File: config.mk
export PLATFORM = sky130hd
export DESIGN_NAME = uart_rx
export DESIGN_NICKNAME = d
export VERILOG_FILES = /design/src/rtl/uart_rx.sv
export SDC_FILE = /design/constraint.sdc
export NUM_CORES = 1
export LEC_CHECK = 0
export ABC_AREA = 1
export CAP_MARGIN = 20
export CORE_ASPECT_RATIO = 1.25
export CORE_UTILIZATION = 25
export DETAILED_ROUTE_END_ITERATION = 12
export GPL_TIMING_DRIVEN = 0
export HOLD_SLACK_MARGIN = 0.08
export MAX_ROUTING_LAYER = met4
export PLACE_DENSITY = 0.43
export SLEW_MARGIN = 20
export SYNTH_ARGS = -nofsm -noshare
export SYNTH_HDL_FRONTEND = slang
export SYNTH_SLANG_ARGS = --single-unit
File: constraint.sdc
create_clock -name clk -period 2.5 [get_ports clk]
set_clock_uncertainty 0.15 [all_clocks]
set_input_delay 0.25 -clock clk [delete_from_list [all_inputs] [get_ports clk]]
set_output_delay 0.25 -clock clk [all_outputs]
set_load 0.02 [all_outputs]
File: src/rtl/uart_rx.sv
// Oversampled UART receiver: 2-flop sync, 2-of-3 mid-bit vote, LSB-first frame, optional parity, stop check.
// Word appears one clk after the stop-bit decision tick; held until rx_ready, a frame finishing while held sets overrun_err.
module uart_rx #(
  parameter int DATA_BITS  = 8,
  parameter int OVERSAMPLE = 8,
  parameter int PARITY_EN  = 0,
  parameter int PARITY_ODD = 0
) (
  input  logic                 clk,
  input  logic                 reset,
  input  logic                 rx_tick,
  input  logic                 rxd,
  output logic [DATA_BITS-1:0] rx_data,
  output logic                 rx_valid,
  input  logic                 rx_ready,
  output logic                 frame_err,
  output logic                 parity_err,
  output logic                 overrun_err,
  input  logic                 err_clr,
  output logic                 busy
);

  localparam int TCW = $clog2(OVERSAMPLE);
  localparam int BCW = $clog2(DATA_BITS);
  localparam logic [TCW-1:0] TC_S0  = TCW'(OVERSAMPLE / 2 - 1);
  localparam logic [TCW-1:0] TC_S1  = TCW'(OVERSAMPLE / 2);
  localparam logic [TCW-1:0] TC_DEC = TCW'(OVERSAMPLE / 2 + 1);
  localparam logic [TCW-1:0] TC_END = TCW'(OVERSAMPLE - 1);
  localparam logic [BCW-1:0] BC_LAST = BCW'(DATA_BITS - 1);

  typedef enum logic [2:0] {
    S_IDLE,
    S_START,
    S_DATA,
    S_PARITY,
    S_STOP
  } state_t;

  state_t               state_q, state_d;
  logic                 sync1_q, sync1_d;
  logic                 sync2_q, sync2_d;
  logic [TCW-1:0]       tc_q, tc_d;
  logic [BCW-1:0]       bitcnt_q, bitcnt_d;
  logic [DATA_BITS-1:0] shreg_q, shreg_d;
  logic                 s0_q, s0_d;
  logic                 s1_q, s1_d;
  logic                 par_q, par_d;
  logic [DATA_BITS-1:0] rx_data_q, rx_data_d;
  logic                 rx_valid_q, rx_valid_d;
  logic                 frame_err_q, frame_err_d;
  logic                 parity_err_q, parity_err_d;
  logic                 overrun_q, overrun_d;
  logic                 busy_q, busy_d;

  logic rxs;
  logic vote;
  logic complete;
  logic par_exp;

  assign rxs  = sync2_q;
  // The third sample is the live one on the decision tick, so it never needs storing.
  assign vote = (s0_q & s1_q) | (s0_q & rxs) | (s1_q & rxs);
  assign par_exp = (^shreg_q) ^ (PARITY_ODD != 0);

  always_comb begin
    sync1_d  = rxd;
    sync2_d  = sync1_q;
    state_d  = state_q;
    tc_d     = tc_q;
    bitcnt_d = bitcnt_q;
    shreg_d  = shreg_q;
    s0_d     = s0_q;
    s1_d     = s1_q;
    par_d    = par_q;
    complete = 1'b0;

    if (rx_tick) begin
      if (state_q != S_IDLE) tc_d = tc_q + TCW'(1);
      if (tc_q == TC_S0) s0_d = rxs;
      if (tc_q == TC_S1) s1_d = rxs;

      case (state_q)
        S_IDLE: begin
          if (!rxs) begin
            state_d = S_START;
            tc_d    = TCW'(1);
          end
        end
        S_START: begin
          if (tc_q == TC_DEC && vote) begin
            state_d = S_IDLE;
            tc_d    = '0;
          end else if (tc_q == TC_END) begin
            state_d  = S_DATA;
            bitcnt_d = '0;
          end
        end
        S_DATA: begin
          if (tc_q == TC_DEC) shreg_d = {vote, shreg_q[DATA_BITS-1:1]};
          if (tc_q == TC_END) begin
            if (bitcnt_q == BC_LAST) state_d = (PARITY_EN != 0) ? S_PARITY : S_STOP;
            else bitcnt_d = bitcnt_q + BCW'(1);
          end
        end
        S_PARITY: begin
          if (tc_q == TC_DEC) par_d = vote;
          if (tc_q == TC_END) state_d = S_STOP;
        end
        S_STOP: begin
          // Leave half a bit early so a back-to-back start edge is not missed.
          if (tc_q == TC_DEC) begin
            state_d  = S_IDLE;
            tc_d     = '0;
            complete = 1'b1;
          end
        end
        default: begin
          state_d = S_IDLE;
          tc_d    = '0;
        end
      endcase
    end
  end

  always_comb begin
    rx_data_d    = rx_data_q;
    rx_valid_d   = rx_valid_q;
    frame_err_d  = frame_err_q;
    parity_err_d = parity_err_q;
    overrun_d    = overrun_q;
    busy_d       = (state_d != S_IDLE);

    if (rx_valid_q && rx_ready) rx_valid_d = 1'b0;
    if (err_clr) overrun_d = 1'b0;

    if (complete) begin
      if (rx_valid_q && !rx_ready) begin
        overrun_d = 1'b1;
      end else begin
        rx_data_d    = shreg_q;
        rx_valid_d   = 1'b1;
        frame_err_d  = ~vote;
        parity_err_d = (PARITY_EN != 0) ? (par_q != par_exp) : 1'b0;
      end
    end
  end

  always_ff @(posedge clk) begin
    if (reset) begin
      sync1_q      <= 1'b1;
      sync2_q      <= 1'b1;
      state_q      <= S_IDLE;
      tc_q         <= '0;
      bitcnt_q     <= '0;
      shreg_q      <= '0;
      s0_q         <= 1'b1;
      s1_q         <= 1'b1;
      par_q        <= 1'b0;
      rx_data_q    <= '0;
      rx_valid_q   <= 1'b0;
      frame_err_q  <= 1'b0;
      parity_err_q <= 1'b0;
      overrun_q    <= 1'b0;
      busy_q       <= 1'b0;
    end else begin
      sync1_q      <= sync1_d;
      sync2_q      <= sync2_d;
      state_q      <= state_d;
      tc_q         <= tc_d;
      bitcnt_q     <= bitcnt_d;
      shreg_q      <= shreg_d;
      s0_q         <= s0_d;
      s1_q         <= s1_d;
      par_q        <= par_d;
      rx_data_q    <= rx_data_d;
      rx_valid_q   <= rx_valid_d;
      frame_err_q  <= frame_err_d;
      parity_err_q <= parity_err_d;
      overrun_q    <= overrun_d;
      busy_q       <= busy_d;
    end
  end

  assign rx_data     = rx_data_q;
  assign rx_valid    = rx_valid_q;
  assign frame_err   = frame_err_q;
  assign parity_err  = parity_err_q;
  assign overrun_err = overrun_q;
  assign busy        = busy_q;

endmodule
==> impl_metrics.env <==
export IMPL_cp_required_ns=2.53
export IMPL_firstDrtPassIters=4
export IMPL_final_common_cell="nor2_1"
export IMPL_cts_sinks=33
export IMPL_fillers=665
export IMPL_setup_viol_count_final=0
export IMPL_grt_pass1_vias=1269
export IMPL_ir_drop_mv=0.2342
export IMPL_r2r_start="bitcnt_q[0]"
export IMPL_place_hpwl_um=2450
export IMPL_avgSynthCellArea_sq_um=7.349
export IMPL_power_leakage_uw=0.0008632
export IMPL_die_area_sq_um=6614
export IMPL_drc=0
export IMPL_r2r_end="busy"
export IMPL_io_buffer_count=16
export IMPL_root_buffer="clkbuf_8"
export IMPL_diodes=0
export IMPL_rrSetupSlack_ns=0.77
export IMPL_most_common_layout_cells="nor2_1, nand2_1, dfxtp_1"
export IMPL_grt_overflow=0
export IMPL_path_clk_slew_ns=0.07
export IMPL_grt_pass1_wl_um=5802
export IMPL_setup_tns_ns=0
export IMPL_grtUsageTotal=0.1185
export IMPL_synth_cell_type_count=29
export IMPL_drt_iter0_markers=80
export IMPL_drive_gt1_frac=0.1429
export IMPL_finalWorstSetupSlack_ns=0.7688
export IMPL_cp_arrival_ns=1.76
export IMPL_htree_num_levels=2
export IMPL_rows=31
export IMPL_syn_num_nets=227
export IMPL_avgViaCountPerCell=4.194
export IMPL_min_period_ns=1.731
export IMPL_synthCells=214
export IMPL_grt_max_degree=11
export IMPL_ys_seq_area_frac=0.4200
export IMPL_pre_cts_ws_ns=0.5824
export IMPL_syn2layout_area_growth_pct=24.10
export IMPL_regArea_sq_um=660.6
export IMPL_ff2ff_path_depth=10
export IMPL_io_pins=19
export IMPL_cts_resized_gates=0
export IMPL_ys_ff_latch=33
export IMPL_postRouteAntennaNets=0
export IMPL_hold_buffers=0
export IMPL_hp_start="rx_tick"
export IMPL_p_per_area_nw_per_um2=564.2
export IMPL_cts_setup_buffers=0
export IMPL_nets=250
export IMPL_cts_tree="done"
export IMPL_hold_path_depth=3
export IMPL_core_sq_um=5934
export IMPL_worstSetupEndpointType="flip-flop"
export IMPL_grt_busiest_layer="met2"
export IMPL_cts_max_path_buffers=2
export IMPL_cp_max_fo=2
export IMPL_die_h_um=90.68
export IMPL_cts_buffers=5
export IMPL_start_util=0.2650
export IMPL_hold_class="primary input to flip-flop"
export IMPL_criticalPathCategory="flip-flop to flip-flop"
export IMPL_synth_area_sq_um=1573
export IMPL_slew_violations=0
export IMPL_min_to="tc_q[2]"
export IMPL_min_period_over_period=0.6925
export IMPL_num_vias=1342
export IMPL_start_kind="flip-flop"
export IMPL_finalHoldViolCount=0
export IMPL_multiInputGateArea_sq_um=775.7
export IMPL_yosys_warnings=0
export IMPL_drt_wl_total_um=3354
export IMPL_die_x_um=72.94
export IMPL_routedWlPerCell_um=10.48
export IMPL_max_freq_ghz=0.5776
export IMPL_tightest_slew_ns=0.5680
export IMPL_use_met3=0.03348
export IMPL_antenna_found_initial=0
export IMPL_worst_skew_pair_late_latency_ns=0.29
export IMPL_gp_congestion=0.8419
export IMPL_grtUsageMet2=0.1939
export IMPL_status="finished, final reports clean"
export IMPL_max_slew_margin=0.6213
export IMPL_drv_cap=0
export IMPL_met1_usage=0.1334
export IMPL_rsz0062_at_grt="false"
-- cells in the mapped netlist --
library cell / n / area, sq um
nor3_2: 1 / 10.01
inv_1: 15 / 56.30
or2_2: 2 / 12.51
nand3_1: 12 / 60.06
nand3_2: 2 / 20.02
ha_1: 7 / 87.58
a21oi_1: 11 / 55.05
nand2_2: 1 / 6.260
buf_4: 1 / 7.510
clkinv_2: 1 / 5.000
nor2_1: 40 / 150.1
buf_6: 2 / 22.52
o21ai_2: 2 / 17.52
nor3_4: 1 / 16.27
clkinv_1: 2 / 7.510
o21ai_0: 5 / 25.02
a21oi_2: 1 / 8.760
clkbuf_1: 2 / 7.510
nor2_4: 2 / 22.52
nand2_1: 39 / 146.4
inv_2: 8 / 30.03
nor2_2: 1 / 6.260
nand4_1: 1 / 6.260
conb_1: 1 / 3.750
a31oi_2: 1 / 12.51
a21boi_1: 1 / 7.510
nand2_4: 1 / 11.26
dfxtp_1: 33 / 660.6
o21ai_1: 18 / 90.09
-- power breakdown --
group / internal [uW] / switching (uW)
clock network: 325 / 200
logic: 17.9 / 27.5
registers: 529 / 2.63
total: 872 / 230
-- worst max-delay path: stages, from the launching register on --
cell     delay, ns
dfxtp_1       0.32
ha_1          0.20
ha_1          0.21
o21ai_0       0.26
nand2_1       0.09
nand3_1       0.09
nand2_1       0.06
inv_2         0.06
nand3_1       0.07
nand2_1       0.07
nand2_1       0.05
-- worst max-delay path by stage --
stage                start          to  depth (start not counted)
2_1_floorplan  bitcnt_q[0]        busy                         10
3_3_place_gp         reset  shreg_q[5]                          5
3_5_place_dp         reset  shreg_q[4]                          5
4_1_cts        bitcnt_q[0]        busy                         10
5_1_grt        bitcnt_q[0]        busy                         10
6_report       bitcnt_q[0]        busy                         10
-- registers in the layout, summed over array words and instances (netlist names) --
| signal | count |
|---|---|
| sync1_q | 1 |
| rxs | 1 |
| tc_q | 3 |
| frame_err | 1 |
| s0_q | 1 |
| shreg_q | 8 |
| state_q | 3 |
| s1_q | 1 |
| bitcnt_q | 3 |
| rx_valid | 1 |
| overrun_err | 1 |
| rx_data | 8 |
| busy | 1 |
-- cell type report --
type                            count  area share
Timing Repair Buffer               16     0.08205
Tap cell                           82     0.05256
Clock buffer                        7     0.04423
Inverter                           26     0.05064
Sequential cell                    33      0.3385
Buffer                              5     0.01923
Clock inverter                      1     0.01538
Multi-Input combinational cell    150      0.3974
-- stage by stage --
stage	area, sq um	instances	total power [uW]	utilization	hold slack, ns
after global placement	1836	312	590.4	0.3093	0.2453
after floorplan	1573	214	572.1	-	0.1997
after global routing	1952	320	1147	0.3289	0.09175
final	1952	320	1101	0.3289	0.08514
after CTS	1952	320	1121	0.3289	0.08123
after detailed placement	1836	312	589.7	0.3093	0.2473
-- logic make-up (layout without fill, tap and decap cells) --
logic type / count (synthesis) / count (layout) / synth area share
simple gates: 103 / 103 / 0.2975
compound gates: 39 / 39 / 0.1376
flops: 33 / 33 / 0.4200
buf+inv: 31 / 55 / 0.08671
fa+ha+maj: 7 / 7 / 0.05569
other cells: 1 / 1 / 0.002384
-- per-layer routing --
metal  up-vias  wire, um
li1        725         -
met1       594      1555
met2        17      1641
met3         6        93
met4         0        63
met5         -         0
Power figures use the tool's default switching activity.
==> variant 1 (same settings) <==
`OVERSAMPLE`: 8 -> 4.
--- a/src/rtl/uart_rx.sv
+++ b/src/rtl/uart_rx.sv
@@ -4,3 +4,3 @@
   parameter int DATA_BITS  = 8,
-  parameter int OVERSAMPLE = 8,
+  parameter int OVERSAMPLE = 4,
   parameter int PARITY_EN  = 0,
Check against the original RTL: not equivalent (a bounded check fails within 10 cycles, from zero or initial values and one cycle with reset high).
==> variant 1 against the original RTL <==
Count of clock-buffer cells in the layout unchanged; maximum frequency increased by 2.1%; worst setup slack improved by 0.035 ns; non-clock buffer count unchanged; first-iteration DRC count decreased by 45%; cell area decreased by 7.2%; total power increased by 0.72%; sequential cell count decreased by 1; area after synthesis decreased by 8.1%; sequential share of layout area increased by 1.5 points; via count decreased by 7.3%; routed wire length decreased by 15%; highest routed layer unchanged.
==> variant 1: results (changes against the original RTL) <==
Drt
  • Detail Route met3 WL: 88 um (was 93 um)
  • WL met2: 1376 um (was 1641 um)
  • Total number of vias: 1,244 (was 1,342)
  • DRT Wirelength: 2860 um (was 3354 um)

Logic synthesis
  • Mapped Cells: 204 (was 214)
  • Synth unique cells: 24 (was 29)
  • Largest cells by area after synthesis: dfxtp_1 (44%), nor2_1 (11%), nand2_1 (9.1%) (was dfxtp_1 (42%), nor2_1 (9.5%), nand2_1 (9.3%))
  • Sequential cell area fraction in the yosys report: 0.4433 (was 0.4200)
  • Post-synth top cells: nor2_1 (44), nand2_1 (35), dfxtp_1 (32) (was nor2_1 (40), nand2_1 (39), dfxtp_1 (33))

Pwr
  • Leakage: 0.0007737 uW (was 0.0008632 uW)
  • Power Density: 612.2 nW/um2 (was 564.2 nW/um2)
  • Sequential Power Share: 0.468 (was 0.482)
  • P_comb: 51.0 uW (was 45.4 uW)
  • Worst IR drop on VDD: 223.4 uV (was 234.2 uV)
  • Sw Pwr: 221.7 uW (was 229.7 uW)

Global route
  • First-pass GRT wire length: 4892 um (was 5802 um)
  • Vias in the first global route: 1,118 (was 1,269)
  • Total track usage: 0.1058 (was 0.1185)

Final layout
  • Final non-filler cell total: 292 (was 320)
  • Share of cells above drive strength 1: 0.1140 (was 0.1429)

Place
  • Hpwl dp: 2148 um (was 2450 um)
  • Dpl ws: 0.7656 ns (was 0.5824 ns)
  • GP Congestion: 0.7371 (was 0.8419)

Outcome
  • Outcome: completed (unchanged)

Setup path
  • Critical Path Fanout Max: 9 (was 2)
  • Critical Path AT: 1.72 ns (was 1.76 ns)
==> variant 1: cell count changes in the layout (fill, tap and decap cells not counted), sizes merged <==
cell | before | now
o21ai | 25 | 29
dfxtp | 33 | 32
nand3 | 14 | 7
ha | 7 | 5
inv | 23 | 26
nor3 | 2 | 1
clkinv | 3 | 1
nor2 | 43 | 47
a21boi | 1 | 0
a21oi | 12 | 10
a31oi | 1 | 0
nand4 | 1 | 0
nand2 | 41 | 38
==> variant 1: cell type report <==
class,instances,area [um2]
timing repair buffer,16,160.2
multi-input combinational,140,671.9
fill,602,3706
inverter,27,106.4
clock buffer,7,96.34
tap,64,80.08
clock inverter,1,30.03
buffer,5,26.28
sequential,32,640.6
==> variant 1: path summary, 6_finish.rpt <==
| path | startpoint | end | slack [ns] | cells after the start |
|---|---|---|---|---|
| setup / recovery | tc_q[0] | rx_data[7] | 0.80 | 8 |
| hold / removal | rx_tick | s0_q | 0.15 | 3 |
| setup reg to reg | tc_q[0] | rx_data[7] | 0.80 | 8 |
| hold reg to reg | sync1_q | rxs | 0.26 | 1 |
==> variant 1: cells by family after synthesis <==
group                      synth area share
AOI/OAI and AO/OA                    0.1377
adders and majority gates           0.04329
buffers and inverters               0.09177
DFF                                  0.4433
other                              0.002595
and+or+nand+nor                      0.2814
==> variant 1: worst max-delay path, stage by stage (launching register included) <==
cell	delay, ns
dfxtp_1	0.41
ha_1	0.25
nand2_1	0.07
inv_1	0.10
nand3_1	0.13
inv_2	0.10
nand2_4	0.09
o21ai_0	0.21
nor2_1	0.06
==> variant 1: metal layers <==
metal,up-vias,track usage
met3,7,0.03125
met1,539,0.1120
met2,20,0.1792
met4,0,0.05455
met5,-,-
li1,678,-
==> variant 2 (config.mk and constraints unchanged) <==
Made on the original files. Add an input register stage for `rxd`, without a reset; this delays it by one clock. The other inputs are not delayed to match.
--- a/src/rtl/uart_rx.sv
+++ b/src/rtl/uart_rx.sv
@@ -38,2 +38,8 @@
 
+  logic rxd_q;
+
+  always_ff @(posedge clk) begin
+    rxd_q <= rxd;
+  end
+
   state_t               state_q, state_d;
@@ -65,3 +71,3 @@
   always_comb begin
-    sync1_d  = rxd;
+    sync1_d  = rxd_q;
     sync2_d  = sync1_q;
Behaviour: not the same (a bounded check fails within 4 cycles, from zero or initial values and one cycle with reset high).
==> variant 2 against the original RTL <==
Area after synthesis decreased by 2.2%; total power shrank 6.6%; sequential cell count up 1; cell area is 2.4% lower; maximum frequency is 3.1% lower; critical path depth fell by 1; die area decreased by 2.2%; worst setup slack worse by 0.056 ns; routed wire length is 2.5% lower; global-route usage decreased by 0.093 points; count of clock-buffer cells in the layout shrank 1; sequential power is 3% higher; critical endpoint is now bitcnt_q[0].
==> variant 2: results (changes against the original RTL) <==
Outcome
  • Outcome: completed (unchanged)

Timing
  • Post-Route Hold Slack: 0.2609 ns (was 0.08514 ns)
  • Worst Tran Pin Value: 0.5116 ns (was 0.5680 ns)

Global route
  • Largest net degree at the start of global routing: 12 (was 11)
  • Total track usage: 0.1176 (was 0.1185)
  • First-pass GRT wire length: 5713 um (was 5802 um)
  • Vias in the first global route: 1,278 (was 1,269)

Final layout
  • Share of cells above drive strength 1: 0.1092 (was 0.1429)
  • Fill cell count: 658 (was 665)
  • Fraction of area in registers: 0.3572 (was 0.3385)
  • CLK BUF: 6 (was 7)
  • Multi-input comb cells: 151 (was 150)
  • Multi-input logic area: 738.2 um2 (was 775.7 um2)
  • Non-clk bufs: 23 (was 21)

Hold path
  • Hold depth: 1 (was 3)
  • Worst Hold Class: reg -> reg (was in -> reg)
  • Hold EP: sync1_q (was tc_q[2])
  • Min-delay src: rxd_q (was rx_tick)

Place
  • Placed instance area: 1810 um2 (was 1836 um2)
  • Hpwl dp: 2378 um (was 2450 um)
  • GP Congestion: 0.8258 (was 0.8419)

Pwr
  • Leakage: 0.0008604 uW (was 0.0008632 uW)
  • Worst IR drop on VDD: 211.1 uV (was 234.2 uV)
  • P_int: 785.6 uW (was 871.5 uW)

Clock tree
  • Clk slew on worst S/H paths: 0.07 ns (about the same)

Setup path
  • Crit path to: bitcnt_q[0] (was busy)
  • Worst Setup SP: tc_q[0] (was bitcnt_q[0])
  • CP max stage delay: 0.40 ns (was 0.32 ns)
  • Critical Path AT: 1.82 ns (was 1.76 ns)
  • Worst Reg2Reg Path Length in Cells: 9 (was 10)
  • Flop2flop setup slack: 0.71 ns (was 0.77 ns)
  • Critical Path Fanout Max: 5 (was 2)
  • End of the worst register-to-register path: bitcnt_q[0] (was busy)

Logic synthesis
  • Sequential cell area fraction in the yosys report: 0.4426 (was 0.4200)
  • Largest cells by area after synthesis: dfxtp_1 (44%), nor2_1 (10%), nand2_1 (9.8%) (was dfxtp_1 (42%), nor2_1 (9.5%), nand2_1 (9.3%))
  • Synth unique cells: 24 (was 29)
  • #FFs+latches synth: 34 (was 33)
  • Syn nets: 226 (was 227)

Drt
  • Total number of vias: 1,311 (was 1,342)
  • 1st-iter DRT viols: 62 (was 80)

Floorplan
  • Die area: 6470 um2 (was 6614 um2)
[variant 2: layer usage]
layer  global-route usage  share of wire  up-vias
li1                     -              -      721
met1               0.1447           0.50      570
met2               0.1861           0.45       18
met3              0.02679          0.031        2
met4              0.04813          0.012        0
met5                    -              0        -
[variant 2: power by group through the flow]
stage / clock network (uW) / logic [uW] / registers, uW
after floorplan: 0 / 28.3 / 561
after global placement: 0 / 47.7 / 561
after detailed placement: 0 / 47.2 / 561
after CTS: 454 / 47.3 / 548
after global routing: 474 / 53.3 / 548
final: 434 / 46.0 / 548
[variant 2: worst max-delay path, delay by kind of cell, from the launching register on]
| kind | cells | cell delay, ns |
|---|---|---|
| DFF | 1 | 0.40 |
| adders and majority gates | 2 | 0.48 |
| AOI/OAI and AO/OA | 2 | 0.24 |
| and+or+nand+nor | 4 | 0.36 |
| buffers and inverters | 1 | 0.06 |
